[src/rtl/priority_pkg.sv]
// Shared definitions for the request arbiter: FSM encoding and the
// highest-index-wins selection helpers used for widths other than 4.
package priority_pkg;

  typedef enum logic [1:0] {
    ARB_IDLE  = 2'd0,
    ARB_OFFER = 2'd1,
    ARB_BUSY  = 2'd2
  } arb_state_t;

  // Helpers operate on a fixed 32-bit vector; callers zero-extend.
  localparam int PRIO_MAXN = 32;
  localparam int PRIO_IDXW = 5;

  // One-hot of the highest set bit, zero when nothing is set.
  function automatic logic [PRIO_MAXN-1:0] prio_onehot(input logic [PRIO_MAXN-1:0] vec);
    logic [PRIO_MAXN-1:0] oh;
    oh = '0;
    for (int i = 0; i < PRIO_MAXN; i++) begin
      if (vec[i]) begin
        oh    = '0;
        oh[i] = 1'b1;
      end
    end
    return oh;
  endfunction

  // Binary index of a one-hot vector, zero for an all-zero input.
  function automatic logic [PRIO_IDXW-1:0] onehot_to_idx(input logic [PRIO_MAXN-1:0] oh);
    logic [PRIO_IDXW-1:0] idx;
    idx = '0;
    for (int i = 0; i < PRIO_MAXN; i++) begin
      if (oh[i]) idx = idx | PRIO_IDXW'(i);
    end
    return idx;
  endfunction

endpackage

[src/rtl/priority_scheme.sv]
// Four-way highest-index-wins selector: 1111 -> 1000, 0011 -> 0010.
module priority_scheme (
  input  logic [3:0] req_vec_i,
  output logic [3:0] gnt_onehot_o,
  output logic [1:0] gnt_idx_o
);

  // Pure combinational priority pick; all-zero input yields all-zero grant.
  always_comb begin
    gnt_onehot_o = 4'b0000;
    gnt_idx_o    = 2'd0;
    casez (req_vec_i)
      4'b1???: begin gnt_onehot_o = 4'b1000; gnt_idx_o = 2'd3; end
      4'b01??: begin gnt_onehot_o = 4'b0100; gnt_idx_o = 2'd2; end
      4'b001?: begin gnt_onehot_o = 4'b0010; gnt_idx_o = 2'd1; end
      4'b0001: begin gnt_onehot_o = 4'b0001; gnt_idx_o = 2'd0; end
      default: ;
    endcase
  end

endmodule

[src/rtl/request_arbiter.sv]
// Sticky-request arbiter: latches requests into pending bits, offers the
// highest-index pending requester over valid/ready, then holds the grant
// until done or a BUSY timeout.
//
//   state     | meaning
//   ----------+--------------------------------------------------------
//   ARB_IDLE  | no grant outstanding; select from pending when non-zero
//   ARB_OFFER | grant presented with gnt_valid, frozen until gnt_ready
//   ARB_BUSY  | grant accepted; wait for done or timeout abort
module request_arbiter
  import priority_pkg::*;
#(
  parameter  int N       = 4,
  parameter  int TIMEOUT = 8,
  localparam int IW      = (N > 1) ? $clog2(N) : 1
) (
  input  logic          clk,
  input  logic          reset_n,
  input  logic [N-1:0]  req,
  output logic          gnt_valid,
  output logic [N-1:0]  gnt_onehot,
  output logic [IW-1:0] gnt_idx,
  input  logic          gnt_ready,
  input  logic          done,
  output logic          busy,
  output logic          timeout,
  output logic [N-1:0]  pending
);

  // Counter only needs to reach TIMEOUT-1; keep at least one bit when disabled.
  localparam int             CW      = (TIMEOUT > 0) ? $clog2(TIMEOUT + 1) : 1;
  localparam bit             TO_EN   = (TIMEOUT != 0);
  localparam logic [CW-1:0]  CNT_TC  = CW'((TIMEOUT > 0) ? TIMEOUT - 1 : 0);
  localparam logic [CW-1:0]  CNT_MAX = '1;

  arb_state_t    state_q, state_d;
  logic [N-1:0]  pending_q, pending_d;
  logic [N-1:0]  onehot_q, onehot_d;
  logic [IW-1:0] idx_q, idx_d;
  logic          valid_q, valid_d;
  logic          busy_q, busy_d;
  logic          timeout_q, timeout_d;
  logic [CW-1:0] cnt_q, cnt_d;

  logic [N-1:0]  sel_onehot;
  logic [IW-1:0] sel_idx;
  logic [N-1:0]  clr;

  // The 4-wide case uses the dedicated selector; other widths use the
  // package helpers, which produce the same highest-bit-wins result.
  if (N == 4) begin : g_sel4
    priority_scheme u_prio (
      .req_vec_i    (pending_q),
      .gnt_onehot_o (sel_onehot),
      .gnt_idx_o    (sel_idx)
    );
  end else begin : g_selgen
    logic [PRIO_MAXN-1:0] oh_w;
    logic [PRIO_IDXW-1:0] ix_w;
    assign oh_w       = prio_onehot(PRIO_MAXN'(pending_q));
    assign ix_w       = onehot_to_idx(oh_w);
    assign sel_onehot = oh_w[N-1:0];
    assign sel_idx    = ix_w[IW-1:0];
  end

  // Accepted grant clears its pending bit; a same-cycle request re-arms it.
  assign clr       = (valid_q && gnt_ready) ? onehot_q : '0;
  assign pending_d = (pending_q & ~clr) | req;

  // Next-state and registered-output logic for the grant FSM.
  always_comb begin
    state_d   = state_q;
    onehot_d  = onehot_q;
    idx_d     = idx_q;
    valid_d   = valid_q;
    busy_d    = busy_q;
    timeout_d = 1'b0;
    cnt_d     = cnt_q;
    case (state_q)
      ARB_IDLE: begin
        if (|pending_q) begin
          state_d  = ARB_OFFER;
          onehot_d = sel_onehot;
          idx_d    = sel_idx;
          valid_d  = 1'b1;
        end
      end
      ARB_OFFER: begin
        if (gnt_ready) begin
          state_d = ARB_BUSY;
          valid_d = 1'b0;
          busy_d  = 1'b1;
          cnt_d   = '0;
        end
      end
      ARB_BUSY: begin
        if (cnt_q != CNT_MAX) cnt_d = cnt_q + 1'b1;
        if (done) begin
          state_d = ARB_IDLE;
          busy_d  = 1'b0;
        end else if (TO_EN && (cnt_q == CNT_TC)) begin
          state_d   = ARB_IDLE;
          busy_d    = 1'b0;
          timeout_d = 1'b1;
        end
      end
      default: begin
        state_d = ARB_IDLE;
        valid_d = 1'b0;
        busy_d  = 1'b0;
      end
    endcase
  end

  // State and output registers; reset drops everything including pending.
  always_ff @(posedge clk or negedge reset_n) begin
    if (!reset_n) begin
      state_q   <= ARB_IDLE;
      pending_q <= '0;
      onehot_q  <= '0;
      idx_q     <= '0;
      valid_q   <= 1'b0;
      busy_q    <= 1'b0;
      timeout_q <= 1'b0;
      cnt_q     <= '0;
    end else begin
      state_q   <= state_d;
      pending_q <= pending_d;
      onehot_q  <= onehot_d;
      idx_q     <= idx_d;
      valid_q   <= valid_d;
      busy_q    <= busy_d;
      timeout_q <= timeout_d;
      cnt_q     <= cnt_d;
    end
  end

  assign gnt_valid  = valid_q;
  assign gnt_onehot = onehot_q;
  assign gnt_idx    = idx_q;
  assign busy       = busy_q;
  assign timeout    = timeout_q;
  assign pending    = pending_q;

endmodule

[config.mk]
export PLATFORM = sky130hd
export DESIGN_NAME = request_arbiter
export DESIGN_NICKNAME = d
export VERILOG_FILES = /design/src/rtl/priority_pkg.sv /design/src/rtl/priority_scheme.sv /design/src/rtl/request_arbiter.sv
export SDC_FILE = /design/constraint.sdc
export NUM_CORES = 1
export LEC_CHECK = 0
export CAP_MARGIN = 20
export CORE_MARGIN = 3
export CORE_UTILIZATION = 40
export DETAILED_ROUTE_END_ITERATION = 8
export GPL_ROUTABILITY_DRIVEN = 0
export PLACE_DENSITY_LB_ADDON = 0.2
export SLEW_MARGIN = 10
export SYNTH_ARGS = -nofsm -noshare
export SYNTH_HDL_FRONTEND = slang
export SYNTH_SLANG_ARGS = --single-unit
[constraint.sdc]
create_clock -name clk -period 1.3 [get_ports clk]
set_clock_uncertainty 0.15 [all_clocks]
set_input_delay 0.195 -clock clk [delete_from_list [all_inputs] [get_ports clk]]
set_output_delay 0.195 -clock clk [all_outputs]
set_load 0.01 [all_outputs]
=== Word level (Yosys, flattened, before mapping) ===
Index checks and enable logic that the tools add are counted.

* Register bits: 19
* Input bits: 8
* Output and inout port bits: 13
* Logic and storage cells: 55

* Add/subtract/negate cells: 1
* Equal/unequal tests: 11
* Muxes and demuxes: 21
* Bitwise logic cells: 5
* Reduce and logical (&&, ||, !) cells: 9

{| class="wikitable"
|+ Operators with widths
! cell !! number
|-
| $pmux W4 S4 || 1
|-
| $mux W4 || 3
|-
| $pmux W2 S3 || 2
|-
| $reduce_and A3 Y1 || 4
|-
| $mux W1 || 8
|-
| $mux W2 || 4
|-
| $pmux W4 S2 || 1
|-
| $ne A2 B2 Y1 const B || 3
|-
| $pmux W1 S3 || 2
|-
| $add A4 B1 Y4 const B || 1
|-
| $and A4 B4 Y4 || 1
|-
| $eq A2 B1 Y1 const B || 2
|-
| $eq A4 B1 Y1 const B || 1
|-
| $eq A4 B3 Y1 const B || 1
|-
| $ne A4 B4 Y1 const B || 1
|-
| $not A4 Y4 || 1
|-
| $or A4 B4 Y4 || 1
|-
| $reduce_or A4 Y1 || 1
|-
| $eq A3 B1 Y1 const B || 1
|-
| $ne A3 B3 Y1 const B || 1
|-
| $eq A2 B2 Y1 const B || 1
|-
| $logic_not A2 Y1 || 1
|-
| $not A1 Y1 || 2
|-
| $reduce_and A2 Y1 || 1
|-
| 2 further kinds || 2
|}

=== Longest topological paths before layout ===
* Depth in word-level cells: 5
* Mapped depth: 4
* Depth with buffers taken out: 4

=== Hierarchy ===
Synthesis repeated with hierarchy kept, for this count alone.

* Cells, all modules: 78
* Area, all modules: 934.6 µm²

{| class="wikitable"
|+ By module, submodules not included
! module !! times used !! cells each !! area each (µm²) !! sequential area each (µm²)
|-
| request_arbiter || 1 || 71 || 885.8 || 475.5
|-
| priority_scheme || 1 || 7 || 48.8 || 0.0
|}

=== Least setup slack after synthesis ===
OpenSTA, ideal clock, no wires.

* Path type: flip-flop to flip-flop
* From: reg pending_q[2] (netlist: pending[2])
* To: reg state_q[0]
* Setup time: 120 ps
* Arrival time: 1191 ps
* Required time: 1030 ps
* Setup slack: -161 ps
* Cell stages (with the launch flop): 3
* Path buffers: 0
* Clock period less this slack: 1461 ps
* Cell sequence: dfrtp_1 -> or4_4 -> o211a_1

* Longest elaborated chain between the ends: 3

{| class="wikitable"
|+ Ends and longest elaborated chain
! item !! RTL line !! source
|-
| start, declared || request_arbiter.sv:37 || <nowiki>logic [N-1:0] pending_q, pending_d;</nowiki>
|-
| start signal, assigned || request_arbiter.sv:128 || <nowiki>pending_q <= pending_d;</nowiki>
|-
| $reduce_or A4 Y1 || request_arbiter.sv:81 || <nowiki>if (|pending_q) begin</nowiki>
|-
| $ne A2 B2 Y1 (no line) || -- ||
|-
| $reduce_and A3 Y1 (no line) || -- ||
|-
| end signal, assigned || request_arbiter.sv:127 || <nowiki>state_q <= state_d;</nowiki>
|-
| end, declared || request_arbiter.sv:36 || <nowiki>arb_state_t state_q, state_d;</nowiki>
|}

Every way passes these cells.
A chain may end at the register's enable or synchronous reset.

=== Worst setup path in the final report ===
* From: reg pending_q[1] (netlist: pending[1])
* To: reg state_q[0]

Same word-level chain as after synthesis.

==> reports/results.tsv <==
stage	metric	value	unit
run_status	status	finished, violations left	
run_status	violations	setup timing	
timing	worst_slew_pin_slew	0.283	ns
clock_tree	htreeDepth	1	
final_layout	fin_nets	143	
floorplan	dieWidth	52.5	um
floorplan	io_pins	21	
worst_setup_path	worstPathCellList	buf_6 -> or4_4 -> o211a_1	
detailed_routing	drtIter0Drc	27	
global_route	first_global_vias	728	
logic_synthesis	ys_ff_latch	19	
logic_synthesis	syn_area_per_cell	10.7	um^2
final_layout	final_cell_mix	24 x buf_4, 14 x dfrtp_1, 11 x buf_6, 7 x clkdlybuf4s50_1, 7 x clkbuf_2	
logic_synthesis	ys.flop_type	dfrtp_1	
run	cap_viol_max_count	0	
detailed_routing	num_vias	826	
worst_setup_path	crit_family	simple AND/OR/NAND/NOR gates	
global_route	grt_remaining_overflow	0	
worst_setup_path	cp_max_fo	2	
final_layout	finalNonFillerCells	160	
detailed_routing	wl_per_cell	14.6	um
logic_synthesis	synth_cells	81	
logic_synthesis	postSynthNetCount	90	
timing	relSlewSlack	80.9	%
global_route	antenna_found_initial	0	
detailed_routing	met2_length	1090	um
timing	finalHoldViolCount	0	
logic_synthesis	synth_warnings	0	
worst_setup_path	reg2reg_setup_slack	-0.23	ns
final_layout	layout-drive-gt1-share	48.1	%
floorplan	dieHeight	52.5	um
clock_tree	cts.clk_slew.worst_paths	0.11	ns
detailed_routing	dr_wl_met3	87	um
worst_setup_path	endpoint_kind	flip-flop	
logic_synthesis	synth_enable_flop_cells	0	
clock_tree	cts_max_path_buffers	2	
global_route	grtUsageTotal	17.7	%
worst_setup_path	cp_slowest_cell	or4_4	
timing	finalSetupViolations	8	
clock_tree	cts-buffers-inserted	3	
floorplan	die-area	2750	um^2
placement	dpl.hpwl	1500	um
timing	layout_worst_path_cycle_share	117	%
final_layout	layout_commonest_cell	buf_4	
worst_setup_path	critPathLaunchType	flip-flop	
timing	finalWorstSetupSlack	-0.226	ns
worst_setup_path	criticalPathCategory	reg -> reg	
final_layout	fin_util	69.8	%
power_and_ir_drop	power.density	1910	nW/um^2
floorplan	start_util	43.1	%
logic_synthesis	synth_cell_types	32	
timing	drv_slew	0	
detailed_routing	firstDrtPassIters	4	
final_layout	multi_input_comb_area	407	um^2
worst_setup_path	reg2reg_to	state_q[0]	
timing	final.min_clock_period	1.53	ns
hold_path	min_path_type	in -> async	
worst_setup_path	rr_worst_depth	3	
detailed_routing	drt_wl_total	2340	um
global_route	grt_start_max_net_pins	20	
timing	rsz0062_at_grt	yes	
clock_tree	root_buffer	clkbuf_4	
floorplan	core-area	2000	um^2
clock_tree	hold_buffers	0	
detailed_routing	drc_errors	0	
global_route	grt_pass1_wl	3500	um
timing	whs	0.0777	ns
logic_synthesis	synth-async-reset-ratio	100	%
detailed_routing	postRouteAntennaNets	0	
final_layout	n_antenna_cell	0	
logic_synthesis	syn_area	863	um^2
final_layout	syn_to_final_growth	61.7	%
power_and_ir_drop	total_leakage_power	0.000623	uW
final_layout	regArea	482	um^2
clock_tree	cts_sinks	19	
worst_setup_path	worstReg2RegStart	pending[1]	
worst_setup_path	path_buf_inv	1	
final_layout	num-fill-cells	154	
detailed_routing	routed.top_layer	met4	
logic_synthesis	ys_seq_area_share	55.1	%
worst_setup_path	worstPathArrival	1.56	ns
power_and_ir_drop	peakVddDrop	1.28	mV
clock_tree	cts_tree	yes	
clock_tree	clk_latency	0.29	ns
placement	numPortBuffers	20	
floorplan	rows	16	
detailed_routing	viasPerCell	5.16	
worst_setup_path	crit_required	1.33	ns
timing	fin_tns_setup	-1.12	ns
timing	fmax	655	MHz
placement	dp_cells	140	
worst_setup_path	slowest_delay	0.50	ns
detailed_routing	wl_met1	1140	um
==> cell families after synthesis <==
family                     synth area share [%]
adders and majority gates                  1.45
and+or+nand+nor                            15.9
muxes                                      3.48
buffers and inverters                      4.78
AOI/OAI and AO/OA                          19.3
DFF                                        55.1
==> sequential cells by signal, indices dropped and copies added (netlist names) <==
| register | flops |
|---|---|
| cnt_q | 4 |
| busy | 1 |
| gnt_onehot | 4 |
| state_q | 2 |
| pending | 4 |
| timeout | 1 |
| gnt_idx | 2 |
| gnt_valid | 1 |
==> repair_timing <==
action                     in CTS  in global routing
gates resized for setup        39                 29
buffers inserted                9                  7
setup endpoints to repair      23                 26
pin swaps                       1                  4
==> stage by stage <==
stage	setup WS, ns	power [uW]	area [um^2]
global route	-0.250	2840	1400
detailed placement	-0.162	2070	1200
CTS	-0.189	2490	1330
global placement	-0.141	2050	1200
finish	-0.226	2670	1400
floorplan	-0.149	1480	872
==> cells in the mapped netlist (2+ instances only) <==
library cell | instances | area share [%]
inv_1 | 5 | 2.2
nor2b_1 | 2 | 1.4
a21o_1 | 3 | 2.6
nand2_1 | 5 | 2.2
o21ai_0 | 6 | 3.5
mux2i_1 | 3 | 3.5
dfrtp_1 | 19 | 55
nor3_1 | 3 | 1.7
a21oi_1 | 7 | 4.1
nand3_1 | 4 | 2.3
a22o_1 | 2 | 2.0
nor2_1 | 2 | 0.87
==> worst max path at each step <==
stage / from / endpoint / slack [ns] / cells past startpoint
2_1_floorplan: pending[2] / state_q[0] / -0.15 / 2
4_1_cts: pending[1] / state_q[0] / -0.19 / 3
5_1_grt: pending[1] / state_q[0] / -0.25 / 3
3_5_place_dp: gnt_ready / cnt_q[3] / -0.16 / 4
6_report: pending[1] / state_q[0] / -0.23 / 3
3_3_place_gp: gnt_ready / cnt_q[3] / -0.14 / 4
==> where the power goes <==
part / switching (uW) / internal (uW)
combinational: 659 / 808
sequential: 134 / 771
clock: 177 / 119
total: 971 / 1700
==> area by class of cell <==
cell class	instances	share of cell area, %
flip-flops and latches	19	34.5
repair buffers	51	30.7
multi-input cells	54	29.1
well taps	27	2.42
clock buffers	4	1.88
inverters	5	1.34
==> metal layers <==
| metal | up-vias | global-route usage [%] |
|---|---|---|
| met3 | 2 | 3.13 |
| met2 | 15 | 24.8 |
| met5 | - | 0 |
| met4 | 0 | 6.38 |
| met1 | 409 | 26.9 |
| li1 | 400 | - |
(Power assumes the default switching activity.)
